[src/rtl/div_sqrt_round_pack_mvp.sv]
// Rounding and packing back-end of the div/sqrt datapath: stage 1 denormalizes and rounds,
// stage 2 handles overflow and special cases, packs the IEEE encoding and raises flags.
module div_sqrt_round_pack_mvp #(
    parameter bit NANBOX = 1'b1
) (
    input  logic        Clk_CI,
    input  logic        Rst_RBI,
    input  logic        Kill_SI,
    input  logic        In_valid_SI,
    output logic        In_ready_SO,
    input  logic [1:0]  Format_sel_SI,
    input  logic [2:0]  RM_SI,
    input  logic        Sign_SI,
    input  logic [12:0] Exp_DI,
    input  logic [55:0] Mant_DI,
    input  logic        Sticky_SI,
    input  logic [3:0]  Spec_SI,
    output logic        Out_valid_SO,
    input  logic        Out_ready_SI,
    output logic [63:0] Result_DO,
    output logic [4:0]  Flags_SO
);

    localparam logic [1:0] FMT_FP32    = 2'b00;
    localparam logic [1:0] FMT_FP64    = 2'b01;
    localparam logic [1:0] FMT_FP16    = 2'b10;
    localparam logic [1:0] FMT_FP16ALT = 2'b11;

    localparam logic [2:0] RM_TRUNC       = 3'd1;
    localparam logic [2:0] RM_PLUSINF     = 3'd2;
    localparam logic [2:0] RM_MINUSINF    = 3'd3;
    localparam logic [2:0] RM_NEAREST_MAX = 3'd4;

    // Valid/ready: a beat moves on a rising edge when valid & ready are both high; a
    // stage loads whenever it is empty or the stage after it is draining this edge.
    logic s1_v, s2_v, s2_en;

    assign s2_en        = ~s2_v | Out_ready_SI;
    assign In_ready_SO  = ~s1_v | s2_en;
    assign Out_valid_SO = s2_v;

    // ---------------- stage 1: denormalize and round ----------------
    logic [13:0] shamt_full;
    logic [5:0]  shamt, shamt_max;
    logic [55:0] mant_sh, lost_mask;
    logic        tiny_c, lost_c, rnd_c, stk_c, inc_c, carry_c, hid_c;
    logic [52:0] kept_c;
    logic [53:0] rounded_c;
    logic [51:0] frac_c;
    logic [12:0] exp_c;

    always_comb begin
        shamt_max = 6'd25;
        unique case (Format_sel_SI)
            FMT_FP32:    shamt_max = 6'd25;
            FMT_FP64:    shamt_max = 6'd54;
            FMT_FP16:    shamt_max = 6'd12;
            FMT_FP16ALT: shamt_max = 6'd9;
        endcase

        tiny_c     = Exp_DI[12] | (Exp_DI == 13'd0);
        shamt_full = 14'd1 - {Exp_DI[12], Exp_DI};
        shamt      = 6'd0;
        if (tiny_c)
            shamt = (shamt_full > {8'd0, shamt_max}) ? shamt_max : shamt_full[5:0];
        mant_sh   = Mant_DI >> shamt;
        lost_mask = ~({56{1'b1}} << shamt);
        lost_c    = |(Mant_DI & lost_mask);

        kept_c = '0;
        rnd_c  = 1'b0;
        stk_c  = 1'b0;
        unique case (Format_sel_SI)
            FMT_FP32:    begin kept_c = {29'd0, mant_sh[55:32]}; rnd_c = mant_sh[31]; stk_c = |mant_sh[30:0]; end
            FMT_FP64:    begin kept_c = mant_sh[55:3];           rnd_c = mant_sh[2];  stk_c = |mant_sh[1:0];  end
            FMT_FP16:    begin kept_c = {42'd0, mant_sh[55:45]}; rnd_c = mant_sh[44]; stk_c = |mant_sh[43:0]; end
            FMT_FP16ALT: begin kept_c = {45'd0, mant_sh[55:48]}; rnd_c = mant_sh[47]; stk_c = |mant_sh[46:0]; end
        endcase
        stk_c = stk_c | Sticky_SI | lost_c;

        case (RM_SI)
            RM_TRUNC:       inc_c = 1'b0;
            RM_PLUSINF:     inc_c = (rnd_c | stk_c) & ~Sign_SI;
            RM_MINUSINF:    inc_c = (rnd_c | stk_c) & Sign_SI;
            RM_NEAREST_MAX: inc_c = rnd_c;
            default:        inc_c = rnd_c & (stk_c | kept_c[0]);
        endcase
        rounded_c = {1'b0, kept_c} + {53'd0, inc_c};

        // carry_c: normal mantissa overflowed to 2.0; hid_c: subnormal reached 1.0
        carry_c = 1'b0;
        hid_c   = 1'b0;
        frac_c  = '0;
        unique case (Format_sel_SI)
            FMT_FP32:    begin carry_c = rounded_c[24]; hid_c = rounded_c[23]; frac_c = {29'd0, rounded_c[22:0]}; end
            FMT_FP64:    begin carry_c = rounded_c[53]; hid_c = rounded_c[52]; frac_c = rounded_c[51:0];          end
            FMT_FP16:    begin carry_c = rounded_c[11]; hid_c = rounded_c[10]; frac_c = {42'd0, rounded_c[9:0]};  end
            FMT_FP16ALT: begin carry_c = rounded_c[8];  hid_c = rounded_c[7];  frac_c = {45'd0, rounded_c[6:0]};  end
        endcase
        exp_c = tiny_c ? {12'd0, hid_c} : Exp_DI + {12'd0, carry_c};
    end

    logic [1:0]  s1_fmt;
    logic [2:0]  s1_rm;
    logic        s1_sign, s1_nx, s1_tiny;
    logic [12:0] s1_exp;
    logic [51:0] s1_frac;
    logic [3:0]  s1_spec;

    // ---------------- stage 2: overflow, specials, pack ----------------
    logic [12:0] e_inf;
    logic [63:0] box, num, inf, maxf, qnan, zero, pk_res;
    logic [4:0]  pk_flags;
    logic        to_inf;

    always_comb begin
        e_inf = 13'd255;
        box   = '0;
        num   = '0;
        inf   = '0;
        maxf  = '0;
        qnan  = '0;
        zero  = '0;
        unique case (s1_fmt)
            FMT_FP32: begin
                e_inf = 13'd255;  box = 64'hFFFF_FFFF_0000_0000; qnan = 64'h0000_0000_7FC0_0000;
                num  = {32'd0, s1_sign, s1_exp[7:0], s1_frac[22:0]};
                inf  = {32'd0, s1_sign, 8'hFF, 23'd0};
                maxf = {32'd0, s1_sign, 8'hFE, {23{1'b1}}};
                zero = {32'd0, s1_sign, 31'd0};
            end
            FMT_FP64: begin
                e_inf = 13'd2047; box = 64'd0; qnan = 64'h7FF8_0000_0000_0000;
                num  = {s1_sign, s1_exp[10:0], s1_frac};
                inf  = {s1_sign, 11'h7FF, 52'd0};
                maxf = {s1_sign, 11'h7FE, {52{1'b1}}};
                zero = {s1_sign, 63'd0};
            end
            FMT_FP16: begin
                e_inf = 13'd31;   box = 64'hFFFF_FFFF_FFFF_0000; qnan = 64'h0000_0000_0000_7E00;
                num  = {48'd0, s1_sign, s1_exp[4:0], s1_frac[9:0]};
                inf  = {48'd0, s1_sign, 5'h1F, 10'd0};
                maxf = {48'd0, s1_sign, 5'h1E, {10{1'b1}}};
                zero = {48'd0, s1_sign, 15'd0};
            end
            FMT_FP16ALT: begin
                e_inf = 13'd255;  box = 64'hFFFF_FFFF_FFFF_0000; qnan = 64'h0000_0000_0000_7FC0;
                num  = {48'd0, s1_sign, s1_exp[7:0], s1_frac[6:0]};
                inf  = {48'd0, s1_sign, 8'hFF, 7'd0};
                maxf = {48'd0, s1_sign, 8'hFE, {7{1'b1}}};
                zero = {48'd0, s1_sign, 15'd0};
            end
        endcase

        to_inf = ~((s1_rm == RM_TRUNC) || (s1_rm == RM_PLUSINF && s1_sign) ||
                   (s1_rm == RM_MINUSINF && !s1_sign));

        pk_res   = num;
        pk_flags = {3'b000, s1_tiny & s1_nx, s1_nx};
        if (s1_spec[3]) begin
            pk_res   = qnan;
            pk_flags = 5'b10000;
        end else if (s1_spec[2]) begin
            pk_res   = inf;
            pk_flags = 5'b01000;
        end else if (s1_spec[1]) begin
            pk_res   = inf;
            pk_flags = 5'b00000;
        end else if (s1_spec[0]) begin
            pk_res   = zero;
            pk_flags = 5'b00000;
        end else if (s1_exp >= e_inf) begin
            pk_res   = to_inf ? inf : maxf;
            pk_flags = 5'b00101;
        end
        pk_res = pk_res | (NANBOX ? box : 64'd0);
    end

    always_ff @(posedge Clk_CI or negedge Rst_RBI) begin
        if (!Rst_RBI) begin
            s1_v      <= 1'b0;
            s2_v      <= 1'b0;
            s1_fmt    <= '0;
            s1_rm     <= '0;
            s1_sign   <= 1'b0;
            s1_nx     <= 1'b0;
            s1_tiny   <= 1'b0;
            s1_exp    <= '0;
            s1_frac   <= '0;
            s1_spec   <= '0;
            Result_DO <= '0;
            Flags_SO  <= '0;
        end else begin
            if (Kill_SI) begin
                s1_v <= 1'b0;
                s2_v <= 1'b0;
            end else begin
                if (s2_en)       s2_v <= s1_v;
                if (In_ready_SO) s1_v <= In_valid_SI;
            end
            if (In_ready_SO && In_valid_SI) begin
                s1_fmt  <= Format_sel_SI;
                s1_rm   <= RM_SI;
                s1_sign <= Sign_SI;
                s1_nx   <= rnd_c | stk_c;
                s1_tiny <= tiny_c;
                s1_exp  <= exp_c;
                s1_frac <= frac_c;
                s1_spec <= Spec_SI;
            end
            if (s2_en && s1_v) begin
                Result_DO <= pk_res;
                Flags_SO  <= pk_flags;
            end
        end
    end

endmodule
[config.mk]
export PLATFORM = sky130hd
export DESIGN_NAME = div_sqrt_round_pack_mvp
export DESIGN_NICKNAME = d
export VERILOG_FILES = /design/src/rtl/div_sqrt_round_pack_mvp.sv
export SDC_FILE = /design/constraint.sdc
export NUM_CORES = 1
export LEC_CHECK = 0
export ABC_AREA = 1
export BUFFER_PORTS_ARGS = -buffer_cell sky130_fd_sc_hd__buf_2
export CAP_MARGIN = 15
export CORE_ASPECT_RATIO = 1.5
export CORE_MARGIN = 2
export CORE_UTILIZATION = 55
export DETAILED_ROUTE_END_ITERATION = 7
export PLACE_DENSITY = 0.88
export REMOVE_ABC_BUFFERS = 1
export SETUP_SLACK_MARGIN = 0.15
export SYNTH_ARGS = -nofsm -noshare
export SYNTH_HDL_FRONTEND = slang
export SYNTH_SLANG_ARGS = --single-unit
[constraint.sdc]
create_clock -name Clk_CI -period 2.6 [get_ports Clk_CI]
set_input_delay 0.52 -clock Clk_CI [delete_from_list [all_inputs] [get_ports Clk_CI]]
set_output_delay 0.52 -clock Clk_CI [all_outputs]
set_load 0.01 [all_outputs]
==> flow_metrics.env, run 1 <==
export IMPL_synth_edf_count=0
export IMPL_grtUsageTotal=0.8492
export IMPL_syn_inst=2417
export IMPL_cts_buffers=17
export IMPL_fp_dieH_um=201.7
export IMPL_synth_xor_area_frac=0.01406
export IMPL_ys_seq_area_frac=0.2585
export IMPL_io_pins=156
export IMPL_outcome="aborted with a tool error"
export IMPL_postPlaceCellArea_um2=19050
export IMPL_cts_root_buffer="clkbuf_16"
export IMPL_syn_area_um2=14320
export IMPL_yosys_area_share_simple=0.4772
export IMPL_synth_adder_area_share=0.02009
export IMPL_synth_top_area_cell="dfrtp_1"
export IMPL_dpl_cell_count=3309
export IMPL_dp_hpwl_mm=51.21
export IMPL_stop_stage="global routing"
export IMPL_synthMuxAreaShare=0
export IMPL_clock_path_buffers=2
export IMPL_synthArstFlopShare=1.000
export IMPL_synthTopCellsByCount="nand2_1 (731), nand3_1 (439), nor2_1 (226)"
export IMPL_synth_top_family_by_area="simple AND/OR/NAND/NOR gates"
export IMPL_synth_most_common_cell="nand2_1"
export IMPL_synth_area_top_cells="dfrtp_1 (26%), nand2_1 (19%), nand3_1 (15%)"
export IMPL_ys_warn_count=0
export IMPL_synth_seq_cells=148
export IMPL_yosysTopAreaCellShare=0.2585
export IMPL_ys_types=54
export IMPL_portBuffers=155
export IMPL_grt_max_degree=57
export IMPL_start_util=0.5579
export IMPL_grt_overflow_total=1107
export IMPL_grt_pass1_wl_mm=182.4
export IMPL_hold_buffers=0
export IMPL_ys_flop_type="dfrtp_1"
export IMPL_die_w_um=135.8
export IMPL_error_line="[ERROR GRT-0116] Global routing finished with congestion. Check the congestion regions in the DRC Viewer."
export IMPL_num_rows=72
export IMPL_synth_compound_area_frac=0.1343
export IMPL_clock_sinks=148
export IMPL_gp_congestion=1.367
export IMPL_syn_area_per_cell_um2=5.927
export IMPL_grt_pass1_vias=28820
export IMPL_h_tree_depth=4
export IMPL_post_place_ws_ns=-4.859
-- layer usage --
metal  overflow  GRT usage
met3         20     0.6785
met4        305     0.8973
met5          0     0.3204
met1         20     0.8066
met2        762      1.048
-- stage by stage --
step / hold WS, ns / util / setup TNS (ns)
after floorplan: 0.2244 / - / -313.89
after global placement: 0.4542 / 0.7419 / -222.86
after detailed placement: 0.4612 / 0.7419 / -241.94
after CTS: 0.01840 / 0.8571 / -173.95
-- logic make-up after synthesis --
kind of cell / Yosys count
AOI/OAI and AO/OA: 338
and+or+nand+nor: 1551
buffers and inverters: 334
xor gates and xnor gates: 23
adders and majority gates: 23
DFF: 148
-- repair_timing --
| action | 4_1_cts |
|---|---|
| setup buffers | 45 |
| gates cloned | 10 |
| resized for setup | 427 |
| pin swaps | 105 |
| setup endpoints to repair | 122 |
==> run 2, diff against run 1 <==
--- a/config.mk
+++ b/config.mk
@@ -8,13 +8,11 @@
 export ABC_AREA = 1
 export BUFFER_PORTS_ARGS = -buffer_cell sky130_fd_sc_hd__buf_2
 export CAP_MARGIN = 15
-export CORE_ASPECT_RATIO = 1.5
 export CORE_MARGIN = 2
-export CORE_UTILIZATION = 55
+export CORE_UTILIZATION = 40
 export DETAILED_ROUTE_END_ITERATION = 7
-export PLACE_DENSITY = 0.88
+export PLACE_DENSITY_LB_ADDON = 0.15
 export REMOVE_ABC_BUFFERS = 1
-export SETUP_SLACK_MARGIN = 0.15
 export SYNTH_ARGS = -nofsm -noshare
 export SYNTH_HDL_FRONTEND = slang
 export SYNTH_SLANG_ARGS = --single-unit
==> constraint.sdc (replaced) <==
create_clock -name Clk_CI -period 3.38 [get_ports Clk_CI]
set_input_delay 0.676 -clock Clk_CI [delete_from_list [all_inputs] [get_ports Clk_CI]]
set_output_delay 0.676 -clock Clk_CI [all_outputs]
set_load 0.01 [all_outputs]
==> run 2 against run 1 <==
The flow now finishes, with violations (setup timing). Synthesized cell count did not move. Synthesized area did not move.
==> flow_metrics.env, run 2 <==
export IMPL_synth_edf_count=0
export IMPL_final_cell_mix="nand2_1 (613), buf_4 (584), nand3_1 (288)"
export IMPL_finalPower_mw=7.942
export IMPL_drt_total_wl_mm=75.92
export IMPL_switchingPower_mw=3.285
export IMPL_fillers=3172
export IMPL_synth_top_family_by_area="simple AND/OR/NAND/NOR gates"
export IMPL_dpl_cell_count=3495
export IMPL_grt_pass1_wl_mm=112.5
export IMPL_drv_cap=0
export IMPL_vias=20640
export IMPL_finalMaxSlewViolations=0
export IMPL_syn_inst=2417
export IMPL_grt_max_degree=69
export IMPL_finalCriticalPeriod_ns=6.602
export IMPL_synth_most_common_cell="nand2_1"
export IMPL_grt_setup_unrepaired="yes"
export IMPL_synth_compound_area_frac=0.1343
export IMPL_worstSetupEndpointType="flop"
export IMPL_crit_buf_inv=13
export IMPL_ys_warn_count=0
export IMPL_drtPass1Iterations=6
export IMPL_finClkSkew_ns=0.01392
export IMPL_cp_top_family="simple AND/OR/NAND/NOR gates"
export IMPL_die_area_um2=37340
export IMPL_grt_antenna_before_repair=0
export IMPL_finalHoldViolCount=0
export IMPL_grt_pass1_vias=19340
export IMPL_critPathRequiredTime_ns=3.74
export IMPL_switching_share=0.4137
export IMPL_synth_top_area_cell="dfrtp_1"
export IMPL_violations="setup timing"
export IMPL_regMostFlops="Result_DO"
export IMPL_core_area_um2=35400
export IMPL_layout_commonest_cell="nand2_1"
export IMPL_crit_end="s1_exp[8]"
export IMPL_relSlewSlack=0.5095
export IMPL_largest_reg_flops=64
export IMPL_reg2reg_to="Result_DO[7]"
export IMPL_regToRegStartpoint="s1_fmt[0]"
export IMPL_synth_adder_area_share=0.02009
export IMPL_intPower_mw=4.657
export IMPL_dp_hpwl_mm=58.00
export IMPL_synth_xor_area_frac=0.01406
export IMPL_postRouteAntennaNets=0
export IMPL_nets=3244
export IMPL_clock_sinks=148
export IMPL_grt_overflow_total=0
export IMPL_die_w_um=193.2
export IMPL_p_leak_nw=11.55
export IMPL_grtUsageTotal=0.3847
export IMPL_io_pins=156
export IMPL_clkTransAtPathRegs_ns=0.07
export IMPL_synthTopCellsByCount="nand2_1 (731), nand3_1 (439), nor2_1 (226)"
export IMPL_hold_class="primary input to asynchronous set/reset pin"
export IMPL_h_tree_depth=4
export IMPL_clkPwrFrac=0.245
export IMPL_synthMuxAreaShare=0
export IMPL_yosys_area_share_simple=0.4772
export IMPL_gp_congestion=1.030
export IMPL_combPwrFrac=0.489
export IMPL_start_util=0.4047
export IMPL_power_density_nw_per_um2=338.5
export IMPL_start_kind="primary input"
export IMPL_criticalPathCategory="primary input to flop"
export IMPL_syn_area_per_cell_um2=5.927
export IMPL_clock_path_buffers=2
export IMPL_synthArstFlopShare=1.000
export IMPL_critPathMaxFanout=11
export IMPL_critical_path_max_stage_delay_ns=0.28
export IMPL_ys_seq_area_frac=0.2585
export IMPL_pwr_share_seq=0.266
export IMPL_area_growth_pct=63.78
export IMPL_post_route_drc_count=0
export IMPL_num_rows=69
export IMPL_ys_flop_type="dfrtp_1"
export IMPL_outcome="finished, violations left"
export IMPL_synth_area_top_cells="dfrtp_1 (26%), nand2_1 (19%), nand3_1 (15%)"
export IMPL_via_per_inst=5.715
export IMPL_final_layout_size_suffix_gt1_frac=0.4246
export IMPL_clk_latency_ns=0.46
export IMPL_critPathArrivalTime_ns=6.96
export IMPL_reg_top3="Result_DO: 64 flops, s1_frac: 52 flops, s1_exp: 13 flops"
export IMPL_cp_startpoint="Exp_DI[1]"
export IMPL_fin_crit_sh=1.953
export IMPL_portBuffers=155
export IMPL_ff2ff_setup_slack_ns=0.27
export IMPL_max_vdd_ir_drop_mv=0.4400
export IMPL_fin_cells=3612
export IMPL_syn_area_um2=14320
export IMPL_cts_buffers=17
export IMPL_yosysTopAreaCellShare=0.2585
export IMPL_ys_types=54
export IMPL_drt_initial_drc_count=2175
export IMPL_wl_per_cell_um=21.02
export IMPL_synth_seq_cells=148
export IMPL_fp_dieH_um=193.2
export IMPL_cts_root_buffer="clkbuf_16"
export IMPL_cp_num_cells=59
export IMPL_r2r_cells=16
export IMPL_worst_path_max_delay_cell="ha_4"
export IMPL_max_slew_worst_pin_slew_ns=0.7290
export IMPL_cpMostUsedCell="nand2_1"
export IMPL_cts_tree="built"
export IMPL_clock_fmax_mhz=151.5
export IMPL_fin_ws_ns=-3.222
export IMPL_setup_viol=66
==> run 2: cell counts after synthesis <==
No cell type changed its count.
==> run 2: cells by family (layout without fill, tap and decap cells) <==
logic type	Yosys count	in the layout
and+or+nand+nor	1551	1552
AOI/OAI and AO/OA	338	338
buffers and inverters	334	1065
DFF	148	148
adders and majority gates	23	23
xor gates and xnor gates	23	23
other	0	2
==> run 2: power by group through the flow <==
stage          Sequential (mW)  Combinational, mW  Clock (mW)
2_1_floorplan             2.18               1.39           0
3_3_place_gp              2.12               3.13           0
3_5_place_dp              2.14               3.14           0
4_1_cts                   2.11               3.43        1.96
5_1_grt                   2.14               4.14        2.05
6_report                  2.11               3.89        1.94
==> run 2: what timing repair did <==
| item | CTS | global route |
|---|---|---|
| pin swaps | 76 | 137 |
| setup buffers | 38 | 41 |
| endpoints found under the setup margin | 66 | 97 |
| gates resized for setup | 269 | 308 |
| cloned | 3 | 11 |
| hold buffers | 0 | 0 |
==> run 2: per-stage QoR <==
step                      setup TNS, ns  cell area [um^2]  utilization  worst slack (ns)  hold WS [ns]
after global placement          -195.00             19730       0.5574            -4.003        0.4569
after detailed placement        -196.71             19730       0.5574            -4.161        0.4611
final                           -153.85             23460       0.6628            -3.222        0.1885
after global routing            -175.85             23460       0.6627            -3.618        0.2501
after floorplan                 -221.19             13770            -            -4.464        0.3804
after CTS                       -133.79             21810       0.6162            -3.076        0.2216
==> run 2: worst min path at each step <==
stage / end / slack (ns) / depth (start not counted)
detailed placement: s1_frac[49] / 0.46 / 2
CTS: Result_DO[62] / 0.22 / 1
global placement: s1_exp[12] / 0.46 / 2
finish: Result_DO[62] / 0.19 / 1
global route: Result_DO[62] / 0.25 / 1
floorplan: Flags_SO[0] / 0.38 / 0
==> run 2: layer usage <==
metal | vias to the layer above | track usage | part of all wire
met5 | - | 0 | 0
met4 | 0 | 0.1340 | 0.045
met3 | 247 | 0.05753 | 0.089
met2 | 1204 | 0.6114 | 0.44
met1 | 9720 | 0.5327 | 0.42
li1 | 9472 | - | -
==> run 2: final cells by class <==
class | instances | area (um^2) | area share
antenna | 2 | 5.005 | 0.0002133
tap | 461 | 576.8 | 0.02459
clock inverter | 14 | 152.6 | 0.006506
sequential | 148 | 3705 | 0.1579
clock buffer | 18 | 439.2 | 0.01872
multi-input combinational | 1936 | 11310 | 0.4821
timing repair buffer | 816 | 6429 | 0.2740
inverter | 217 | 844.6 | 0.03600
==> run 2: worst register-to-register path: cells and delay by family (launching register included) <==
kind	cells	cell delay [ns]
buf+inv	3	0.52
compound gates	5	0.88
simple gates	7	0.87
flops	1	0.45
fa+ha+maj	1	0.31
Note: power is estimated with default switching activity, not from simulation.
==> run 3, diff against run 2 <==
--- a/config.mk
+++ b/config.mk
@@ -9,7 +9,7 @@
 export BUFFER_PORTS_ARGS = -buffer_cell sky130_fd_sc_hd__buf_2
 export CAP_MARGIN = 15
 export CORE_MARGIN = 2
-export CORE_UTILIZATION = 40
+export CORE_UTILIZATION = 51
 export DETAILED_ROUTE_END_ITERATION = 7
 export PLACE_DENSITY_LB_ADDON = 0.15
 export REMOVE_ABC_BUFFERS = 1
==> run 3 against run 2 <==
The flow now stops in global routing. Synthesized area is the same. Synthesized cell count is the same.
==> flow_metrics.env, run 3 <==
export IMPL_outcome="aborted with a tool error"
export IMPL_stop_stage="global routing"
export IMPL_error_line="[ERROR GRT-0232] Routing congestion too high. Check the congestion heatmap in the GUI."
export IMPL_ys_warn_count=0
export IMPL_ys_seq_area_frac=0.2585
export IMPL_postGrtWorstEndpoint="s1_exp[12]$_DFFE_PN0P_/D"
export IMPL_hold_buffers=0
export IMPL_yosysTopAreaCellShare=0.2585
export IMPL_io_pins=156
export IMPL_synth_top_area_cell="dfrtp_1"
export IMPL_synth_seq_cells=148
export IMPL_synth_most_common_cell="nand2_1"
export IMPL_start_util=0.5170
export IMPL_ys_types=54
export IMPL_synth_area_top_cells="dfrtp_1 (26%), nand2_1 (19%), nand3_1 (15%)"
export IMPL_synthArstFlopShare=1.000
export IMPL_gp_congestion=1.133
export IMPL_die_w_um=171.6
export IMPL_cts_buffers=17
export IMPL_portBuffers=155
export IMPL_clock_path_buffers=2
export IMPL_syn_inst=2417
export IMPL_grt_max_degree=84
export IMPL_synth_edf_count=0
export IMPL_cts_root_buffer="clkbuf_16"
export IMPL_syn_area_um2=14320
export IMPL_grt_overflow_total=68
export IMPL_ys_flop_type="dfrtp_1"
export IMPL_grtUsageTotal=0.7759
export IMPL_num_rows=61
export IMPL_post_place_ws_ns=-4.264
export IMPL_fp_dieH_um=171.6
export IMPL_clock_sinks=148
export IMPL_syn_area_per_cell_um2=5.927
export IMPL_dp_hpwl_mm=54.16
export IMPL_synthTopCellsByCount="nand2_1 (731), nand3_1 (439), nor2_1 (226)"
export IMPL_h_tree_depth=4
export IMPL_worst_endpoint_kind="register data pin"
==> run 3: cell counts after synthesis <==
No cell type changed its count.
==> run 3: per-stage QoR <==
| stage | hold WS, ns | area [um^2] | instances |
|---|---|---|---|
| after floorplan | 0.3804 | 13770 | 2300 |
| after global placement | 0.4527 | 19440 | 3396 |
| after detailed placement | 0.4624 | 19440 | 3396 |
| after CTS | 0.2725 | 22040 | 3492 |
==> run 3: cells by family after synthesis <==
kind of cell | share of synthesized area
buf+inv | 0.09582
simple gates | 0.4772
flops | 0.2585
compound gates | 0.1343
fa+ha+maj | 0.02009
xor+xnor | 0.01406
==> run 3: routing by layer <==
layer,GRT usage,overflow
met5,0.4226,0
met4,0.6853,24
met3,0.6588,3
met2,0.8935,40
met1,0.8168,1
==> run 3: repair_timing <==
item	4_1_cts
cloned	6
gates resized for setup	325
setup buffers	58
pin swaps	93
endpoints found under the hold margin	0
endpoints found under the setup margin	66
